$ cat config.mk
export PLATFORM = sky130hd
export DESIGN_NAME = seg_scan_ctrl_flat
export DESIGN_NICKNAME = d
export VERILOG_FILES = /design/src/rtl/seg_scan_ctrl_if.sv /design/src/rtl/seg_scan_ctrl.sv /design/src/flat_wrapper.sv
export SDC_FILE = /design/constraint.sdc
export NUM_CORES = 1
export LEC_CHECK = 0
export ABC_CLOCK_PERIOD_IN_PS = 3360
export CORE_ASPECT_RATIO = 1.5
export CORE_MARGIN = 4
export CORE_UTILIZATION = 50
export CTS_CLUSTER_DIAMETER = 30
export DETAILED_ROUTE_END_ITERATION = 8
export GPL_ROUTABILITY_DRIVEN = 0
export GPL_TIMING_DRIVEN = 0
export PLACE_DENSITY = 0.79
export SYNTH_ARGS = -nofsm -noshare
export SYNTH_HDL_FRONTEND = slang
export SYNTH_SLANG_ARGS = --single-unit
$ cat constraint.sdc
create_clock -name clk -period 3.36 [get_ports clk]
set_input_delay 0.672 -clock clk [delete_from_list [all_inputs] [get_ports clk]]
set_output_delay 0.672 -clock clk [all_outputs]
set_load 0.05 [all_outputs]
$ cat src/rtl/seg_scan_ctrl_if.sv
// Load/convert handshake and display scan bus between user logic and seg_scan_ctrl.
// master = user/display side, slave = controller.
interface seg_scan_ctrl_if #(
  parameter int BIN_W  = 14,
  parameter int DIGITS = 4
);
  logic [BIN_W-1:0]    bin_in;
  logic                load;
  logic                busy;
  logic                ready;
  logic                overflow;
  logic [4*DIGITS-1:0] bcd_out;
  logic [3:0]          digit_bcd;
  logic [DIGITS-1:0]   an;

  modport master (
    output bin_in, load,
    input  busy, ready, overflow, bcd_out, digit_bcd, an
  );

  modport slave (
    input  bin_in, load,
    output busy, ready, overflow, bcd_out, digit_bcd, an
  );
endinterface

$ cat src/rtl/seg_scan_ctrl.sv
// Binary-to-BCD (double dabble, one bit/clk) with atomic commit and multiplexed digit scan.
// Commit BIN_W+1 edges after load; loads while busy are dropped, scan never stalls.
module seg_scan_ctrl #(
  parameter int BIN_W       = 14,
  parameter int DIGITS      = 4,
  parameter int REFRESH_DIV = 50000,
  parameter int LZB         = 1
) (
  input  logic          clk,
  input  logic          rst_n,
  seg_scan_ctrl_if.slave bus
);

  localparam int          BW      = 4 * DIGITS;
  localparam int          CW      = $clog2(BIN_W + 1);
  localparam int          RW      = (REFRESH_DIV > 1) ? $clog2(REFRESH_DIV) : 1;
  localparam int          IW      = (DIGITS > 1) ? $clog2(DIGITS) : 1;
  localparam int unsigned MAX_VAL = 10 ** DIGITS - 1;

  typedef enum logic [1:0] {S_IDLE, S_CONVERT, S_COMMIT} state_t;

  state_t           state_q, state_d;
  logic [BIN_W-1:0] bin_q, bin_d;
  logic [BW-1:0]    work_q, work_d;
  logic [BW-1:0]    work_adj;
  logic [CW-1:0]    cnt_q, cnt_d;
  logic [BW-1:0]    bcd_q, bcd_d;
  logic             ready_q, ready_d;
  logic             ovf_q, ovf_d;
  logic [RW-1:0]    ref_q, ref_d;
  logic [IW-1:0]    idx_q, idx_d;
  logic             busy;
  logic [3:0]       digit_bcd;
  logic [DIGITS-1:0] an;

  // FSM: state register
  always_ff @(posedge clk) begin
    if (!rst_n) state_q <= S_IDLE;
    else        state_q <= state_d;
  end

  // FSM: next state
  always_comb begin
    state_d = state_q;
    case (state_q)
      S_IDLE:    if (bus.load) state_d = S_CONVERT;
      S_CONVERT: if (cnt_q == CW'(BIN_W - 1)) state_d = S_COMMIT;
      S_COMMIT:  state_d = S_IDLE;
      default:   state_d = S_IDLE;
    endcase
  end

  // FSM: outputs
  always_comb begin
    busy = (state_q != S_IDLE);
  end

  always_comb begin
    bin_d    = bin_q;
    work_d   = work_q;
    cnt_d    = cnt_q;
    bcd_d    = bcd_q;
    ready_d  = 1'b0;
    ovf_d    = ovf_q;
    work_adj = work_q;
    for (int k = 0; k < DIGITS; k++) begin
      if (work_q[4*k +: 4] >= 4'd5) work_adj[4*k +: 4] = work_q[4*k +: 4] + 4'd3;
    end
    case (state_q)
      S_IDLE: begin
        if (bus.load) begin
          // Saturate so the BCD result always fits DIGITS nibbles
          if (32'(bus.bin_in) > MAX_VAL) begin
            bin_d = BIN_W'(MAX_VAL);
            ovf_d = 1'b1;
          end else begin
            bin_d = bus.bin_in;
            ovf_d = 1'b0;
          end
          work_d = '0;
          cnt_d  = '0;
        end
      end
      S_CONVERT: begin
        work_d = {work_adj[BW-2:0], bin_q[BIN_W-1]};
        bin_d  = {bin_q[BIN_W-2:0], 1'b0};
        cnt_d  = cnt_q + 1'b1;
      end
      S_COMMIT: begin
        bcd_d   = work_q;
        ready_d = 1'b1;
      end
      default: ;
    endcase
  end

  always_comb begin
    ref_d = ref_q + 1'b1;
    idx_d = idx_q;
    if (ref_q == RW'(REFRESH_DIV - 1)) begin
      ref_d = '0;
      idx_d = (idx_q == IW'(DIGITS - 1)) ? '0 : idx_q + 1'b1;
    end
  end

  always_ff @(posedge clk) begin
    if (!rst_n) begin
      bin_q   <= '0;
      work_q  <= '0;
      cnt_q   <= '0;
      bcd_q   <= '0;
      ready_q <= 1'b0;
      ovf_q   <= 1'b0;
      ref_q   <= '0;
      idx_q   <= '0;
    end else begin
      bin_q   <= bin_d;
      work_q  <= work_d;
      cnt_q   <= cnt_d;
      bcd_q   <= bcd_d;
      ready_q <= ready_d;
      ovf_q   <= ovf_d;
      ref_q   <= ref_d;
      idx_q   <= idx_d;
    end
  end

  // Digit k>0 goes dark when it and every higher nibble are zero
  always_comb begin
    digit_bcd = '0;
    an        = '1;
    for (int k = 0; k < DIGITS; k++) begin
      if (idx_q == IW'(k)) begin
        digit_bcd = bcd_q[4*k +: 4];
        if (LZB == 1 && k > 0 && (bcd_q >> (4*k)) == '0) an = '1;
        else                                             an = ~(DIGITS'(1) << k);
      end
    end
  end

  assign bus.busy      = busy;
  assign bus.ready     = ready_q;
  assign bus.overflow  = ovf_q;
  assign bus.bcd_out   = bcd_q;
  assign bus.digit_bcd = digit_bcd;
  assign bus.an        = an;

endmodule

$ cat src/flat_wrapper.sv
// flat-port wrapper written by rule: the top's interface ports become plain ports
module seg_scan_ctrl_flat 
#(
  parameter int BIN_W       = 14,
  parameter int DIGITS      = 4,
  parameter int REFRESH_DIV = 50000,
  parameter int LZB         = 1
)
  (clk, rst_n, bus_bin_in, bus_load, bus_busy, bus_ready, bus_overflow, bus_bcd_out, bus_digit_bcd, bus_an);
  seg_scan_ctrl_if #(.BIN_W(BIN_W), .DIGITS(DIGITS)) bus_i ();
  input  logic clk;
  input  logic rst_n;
  input wire logic [$bits(bus_i.bin_in)-1:0] bus_bin_in;
  input wire logic [$bits(bus_i.load)-1:0] bus_load;
  output wire logic [$bits(bus_i.busy)-1:0] bus_busy;
  output wire logic [$bits(bus_i.ready)-1:0] bus_ready;
  output wire logic [$bits(bus_i.overflow)-1:0] bus_overflow;
  output wire logic [$bits(bus_i.bcd_out)-1:0] bus_bcd_out;
  output wire logic [$bits(bus_i.digit_bcd)-1:0] bus_digit_bcd;
  output wire logic [$bits(bus_i.an)-1:0] bus_an;
  assign bus_i.bin_in = bus_bin_in;
  assign bus_i.load = bus_load;
  assign bus_busy = bus_i.busy;
  assign bus_ready = bus_i.ready;
  assign bus_overflow = bus_i.overflow;
  assign bus_bcd_out = bus_i.bcd_out;
  assign bus_digit_bcd = bus_i.digit_bcd;
  assign bus_an = bus_i.an;
  seg_scan_ctrl #(.BIN_W(BIN_W), .DIGITS(DIGITS), .REFRESH_DIV(REFRESH_DIV), .LZB(LZB)) u_core (.clk(clk), .rst_n(rst_n), .bus(bus_i));
endmodule
# Yosys cells after proc, flatten, opt, wreduce, memory -nomap -nowiden
# Cells that the tools add are included.
[classes]
addsub = 7
order_cmp = 5
n_eq_ne = 9
mux = 28
bitwise_logic = 1
reduce_logical = 11
[op_table]
columns = ["operator", "n"]
rows = [
  ["16-bit logical NOT", 3],
  ["4-bit 2-to-1 mux", 12],
  ["16-bit case mux with 2 select lines", 1],
  ["14-bit 2-to-1 mux", 2],
  ["14-bit case mux with 2 select lines", 1],
  ["16-bit by 1-bit adder with 16-bit output (second input constant)", 1],
  ["16-bit == test (second input constant)", 1],
  ["4-bit by 3-bit greater-or-equal comparator with 1-bit output (second input constant)", 4],
  ["16-bit 2-to-1 mux", 1],
  ["14-bit greater-than comparator (second input constant)", 1],
  ["4-bit by 2-bit adder with 4-bit output (second input constant)", 3],
  ["2-bit 2-to-1 mux", 4],
  ["4-bit case mux with 2 select lines", 1],
  ["2-bit == test (second input constant)", 3],
  ["3-bit 2-to-1 mux", 2],
  ["2-bit AND reduction", 3],
  ["4-bit by 1-bit adder with 4-bit output (second input constant)", 1],
  ["2-bit by 1-bit == test with 1-bit output (second input constant)", 2],
  ["4-bit == test (second input constant)", 1],
  ["2-bit logical NOT", 2],
  ["2-bit case mux with 2 select lines", 1],
  ["2-bit nonzero test", 2],
  ["3-bit by 2-bit adder with 3-bit output (second input constant)", 1],
  ["1-bit 2-to-1 mux", 3],
  ["5 further kinds", 5],
]
[word_totals]
reg_bits = 72
inputBits = 17
output_inout_bits = 27
wordCells = 70

# Depth between registers and ports, before layout
[depth]
ltp_word = 5
depth_mapped = 7
depth_no_buf = 6

# Least setup slack after synthesis
# OpenSTA, ideal clock, no wires.
[synth_timing]
path_type = "flip-flop to output port"
from = "register u_core.bcd_q[12] (netlist: u_core.bus.bcd_out[12])"
to = "output bus_an[2]"
arrival_ns = 2.205
t_required_ns = 2.688
path_slack_ns = 0.483
path_stages_with_launch = 3
n_path_buf = 0
cell_sequence = "dfxtp_1 -> or4_1 -> o21ai_0"
[synth_via]
elab_chain_len = 4
[synth_lines]
columns = ["element", "line", "rtl"]
rows = [
  ["from (decl)", "seg_scan_ctrl.sv:27", "logic [BW-1:0] bcd_q, bcd_d;"],
  ["from (signal assigned)", "seg_scan_ctrl.sv:111", "bcd_q <= '0;"],
  ["from (signal assigned)", "seg_scan_ctrl.sv:120", "bcd_q <= bcd_d;"],
  ["16-bit logical NOT", "seg_scan_ctrl.sv:135", "if (LZB == 1 && k > 0 && (bcd_q >> (4*k)) == '0) an = '1;"],
  ["3-bit 2-to-1 mux", "seg_scan_ctrl.sv:135", ""],
  ["4-bit 2-to-1 mux (2 in series)", "seg_scan_ctrl.sv:133", "if (idx_q == IW'(k)) begin"],
  ["to (decl)", "flat_wrapper.sv:20", "output wire logic [$bits(bus_i.an)-1:0] bus_an;"],
]
# Every way passes these cells.

# Worst setup path in the final report
[layout_timing]
from = "register u_core.bcd_q[12] (netlist: u_core.bus.bcd_out[12])"
to = "output bus_an[1]"
[layout_via]
elab_chain_len = 5
[layout_lines]
columns = ["element", "line"]
rows = [
  ["16-bit logical NOT", "seg_scan_ctrl.sv:135"],
  ["2-bit 2-to-1 mux", "seg_scan_ctrl.sv:135"],
  ["4-bit 2-to-1 mux (3 in series)", "seg_scan_ctrl.sv:133"],
]
# Every way passes these cells.

==> flow_summary.json <==
{
  "drtAntennaViolNets": 0,
  "instances_no_fill": 568,
  "ys.flop_type": "dfxtp_1",
  "fill_cells": 600,
  "clk_pin_slew_ns": 0.08,
  "synth-compound-area-share": 0.1729,
  "hold_depth": 2,
  "die_y_um": 109.3,
  "synth-edff-count": 0,
  "crit_family": "buffers and inverters",
  "firstDrtPassIters": 4,
  "drive_gt1_frac": 0.04878,
  "htreeDepth": 3,
  "initial_core_util": 0.5205,
  "tightestPinTransition_ns": 0.6454,
  "netlist_top_cells_area": "dfxtp_1 (42%), nand2_1 (9.0%), a21oi_1 (7.2%), o21ai_0 (5.6%), ha_1 (5.5%)",
  "overflow": 0,
  "ys_ff_latch": 72,
  "yosysTopAreaCell": "dfxtp_1",
  "drt-wirelength-per-cell_um": 13.66,
  "seq_area_mm2": 0.001441,
  "min_from": "u_core.bin_q[2]",
  "powerDensity_mw_per_mm2": 407.7,
  "fin_nets": 520,
  "die_area_mm2": 0.008262,
  "finalHoldViolCount": 0,
  "synth-simple-area-share": 0.2390,
  "grt_pass1_vias": 2948,
  "drcViolationCount": 0,
  "cts_resized": 0,
  "cts_made_buffers": 9,
  "min_to": "u_core.bin_q[2]",
  "synth_fa_ha_area_frac": 0.05482,
  "grt_max_degree": 13,
  "cts_tree": "built",
  "cts_root_buf": "clkbuf_8",
  "crit_buf_inv": 1,
  "row_count": 36,
  "diodes": 0,
  "ff2ff_path_depth": 5,
  "cp-start-kind": "flop",
  "status": "finished, final reports clean",
  "cts_hold_buffers": 0,
  "critPathLaunch": "u_core.bus.bcd_out[12]",
  "placedCellCount": 553,
  "synth-xor-area-share": 0.05373,
  "fp.coreArea_mm2": 0.006576,
  "cp_data_arrival_time_ns": 2.55,
  "insertion_delay_ns": 0.34,
  "grt_setup_unrepaired": "no",
  "slowest_stage": "clkdlybuf4s50_1",
  "postSynth.asyncResetShare": 0,
  "grt_pass1_wl_um": 13080,
  "cp.depth": 4,
  "worstPathMaxFanout": 4,
  "clock.fmax_ghz": 0.3108,
  "synth_fp_nets": 467,
  "post-route-period-util": 0.9577,
  "rr_startpoint": "u_core.ref_q[10]",
  "r2r_slack_ns": 1.18,
  "maxSlewViolCount": 0,
  "p_leak_uw": 0.001458,
  "synth.top_cell.area_share": 0.4211,
  "finalSetupTns_ns": 0,
  "synth_top_family_by_area": "simple AND/OR/NAND/NOR gates",
  "ios": 44,
  "synth_mux_area_frac": 0.01316,
  "cts_setup_buffers": 0,
  "irDropWorstVdd_mv": 0.3532,
  "final-setup-viol-count": 0,
  "hpwl_um": 5822,
  "synth_cell_types": 37,
  "die_width_um": 75.56,
  "setup.worst_path.class": "reg -> out",
  "area_growth_pct": 20.98,
  "endpoint_kind": "primary output",
  "whs_ns": 0.4370,
  "max_cap_viol_count": 0,
  "synthCells": 435,
  "yosys_warnings": 0,
  "cts.path.max_buffers": 2,
  "avgSynthCellArea_um2": 7.870,
  "io_buffers": 42,
  "fin_crit_ns": 3.218,
  "rr_endpoint": "u_core.ref_q[9]",
  "initialDrtViolationCount": 187,
  "skew_ns": 0.006534,
  "path_cells": "or4_1, o311ai_0, a21o_1, clkdlybuf4s50_1",
  "antenna_found_initial": 0,
  "worst_ep_required_time_ns": 2.69,
  "drt-vias-per-instance": 5.525,
  "slowest_delay_ns": 0.79,
  "multi_input_area_mm2": 0.001827,
  "syn_area_mm2": 0.003423,
  "synth-seq-area-share": 0.4211,
  "clock-sinks": 72,
  "grt_usage": 0.2029,
  "relSlewSlack": 0.5658,
  "drt-total-wl_um": 7759,
  "total_power_uw": 1689,
  "vias": 3138,
  "hp-class": "reg -> reg"
}
## synth_stat cells, drive strengths merged, types with 2 or more instances
cell type	number
nor4	7
mux2	4
or3	7
nand3b	7
nand2	82
xnor2	14
a21o	3
buf	2
ha	15
nor2b	3
o21ai	39
clkbuf	21
inv	17
a22o	4
or4	6
a22oi	3
nor2	29
dfxtp	72
nand3	11
nand4	4
a311oi	2
nor3	9
or2	2
xor2	7
nand2b	8
a21oi	49
## sequential cells by signal (all words and copies together) (netlist names)
signal / count
u_core.bus.bcd_out: 16
u_core.bin_q: 14
u_core.cnt_q: 4
u_core.bus.ready: 1
u_core.bus.overflow: 1
u_core.ref_q: 16
u_core.work_q: 16
u_core.idx_q: 2
u_core.state_q: 2
## routing by layer
| layer | track usage | wire length (um) | up-vias |
|---|---|---|---|
| met5 | 0 | 0 | - |
| met4 | 0.08000 | 113 | 0 |
| met3 | 0.03294 | 375 | 11 |
| met2 | 0.3504 | 3952 | 78 |
| met1 | 0.2458 | 3317 | 1456 |
| li1 | - | - | 1593 |
## stage by stage
step / setup slack, ns / cell area, um^2 / util
2_1_floorplan: 0.4830 / 3423 / -
3_3_place_gp: 0.5148 / 3939 / 0.5989
3_5_place_dp: 0.5056 / 3939 / 0.5989
4_1_cts: 0.1188 / 4134 / 0.6286
5_1_grt: 0.01103 / 4141 / 0.6298
6_report: 0.1423 / 4141 / 0.6298
## logic make-up (layout without fill, tap and decap cells)
kind of cell	Yosys count	after routing
muxes	4	4
AOI/OAI and AO/OA	106	106
adders and majority gates	15	15
xor gates and xnor gates	21	21
DFF	72	72
and+or+nand+nor	176	176
buffers and inverters	41	98
## power by group
group          switching (uW)  internal (uW)
combinational            80.7           49.4
clock                     317            357
sequential               12.2            873
## worst reg2reg max path, delay by kind of cell, from the launching register on
kind | cells | cell delay, ns
simple gates | 3 | 1.16
flops | 1 | 0.37
buf+inv | 1 | 0.29
compound gates | 1 | 0.26
## area by class of cell
cell class	count	share of cell area
multi-input combinational	322	0.4411
sequential	72	0.3480
timing repair buffer	42	0.1033
clock buffer	10	0.03323
tap	76	0.02296
buffer	23	0.02115
inverter	18	0.01631
clock inverter	5	0.01390
## layout by cell type (no fill, tap or decap), drive strengths merged, types with 8 or more instances in the layout
master and n:
nor2 29, clkdlybuf4s50 39, clkbuf 31, nand2 82, o21ai 39, nand2b 8
dfxtp 72, xnor2 14, a21oi 49, nand3 11, ha 15, nor3 9
inv 17
## worst max-delay path by stage
stage                        to  slack [ns]
4_1_cts               bus_an[1]        0.12
5_1_grt        bus_digit_bcd[1]        0.01
2_1_floorplan         bus_an[2]        0.48
3_3_place_gp          bus_an[1]        0.51
3_5_place_dp          bus_an[1]        0.51
6_report              bus_an[1]        0.14
Power figures use the tool's default switching activity.
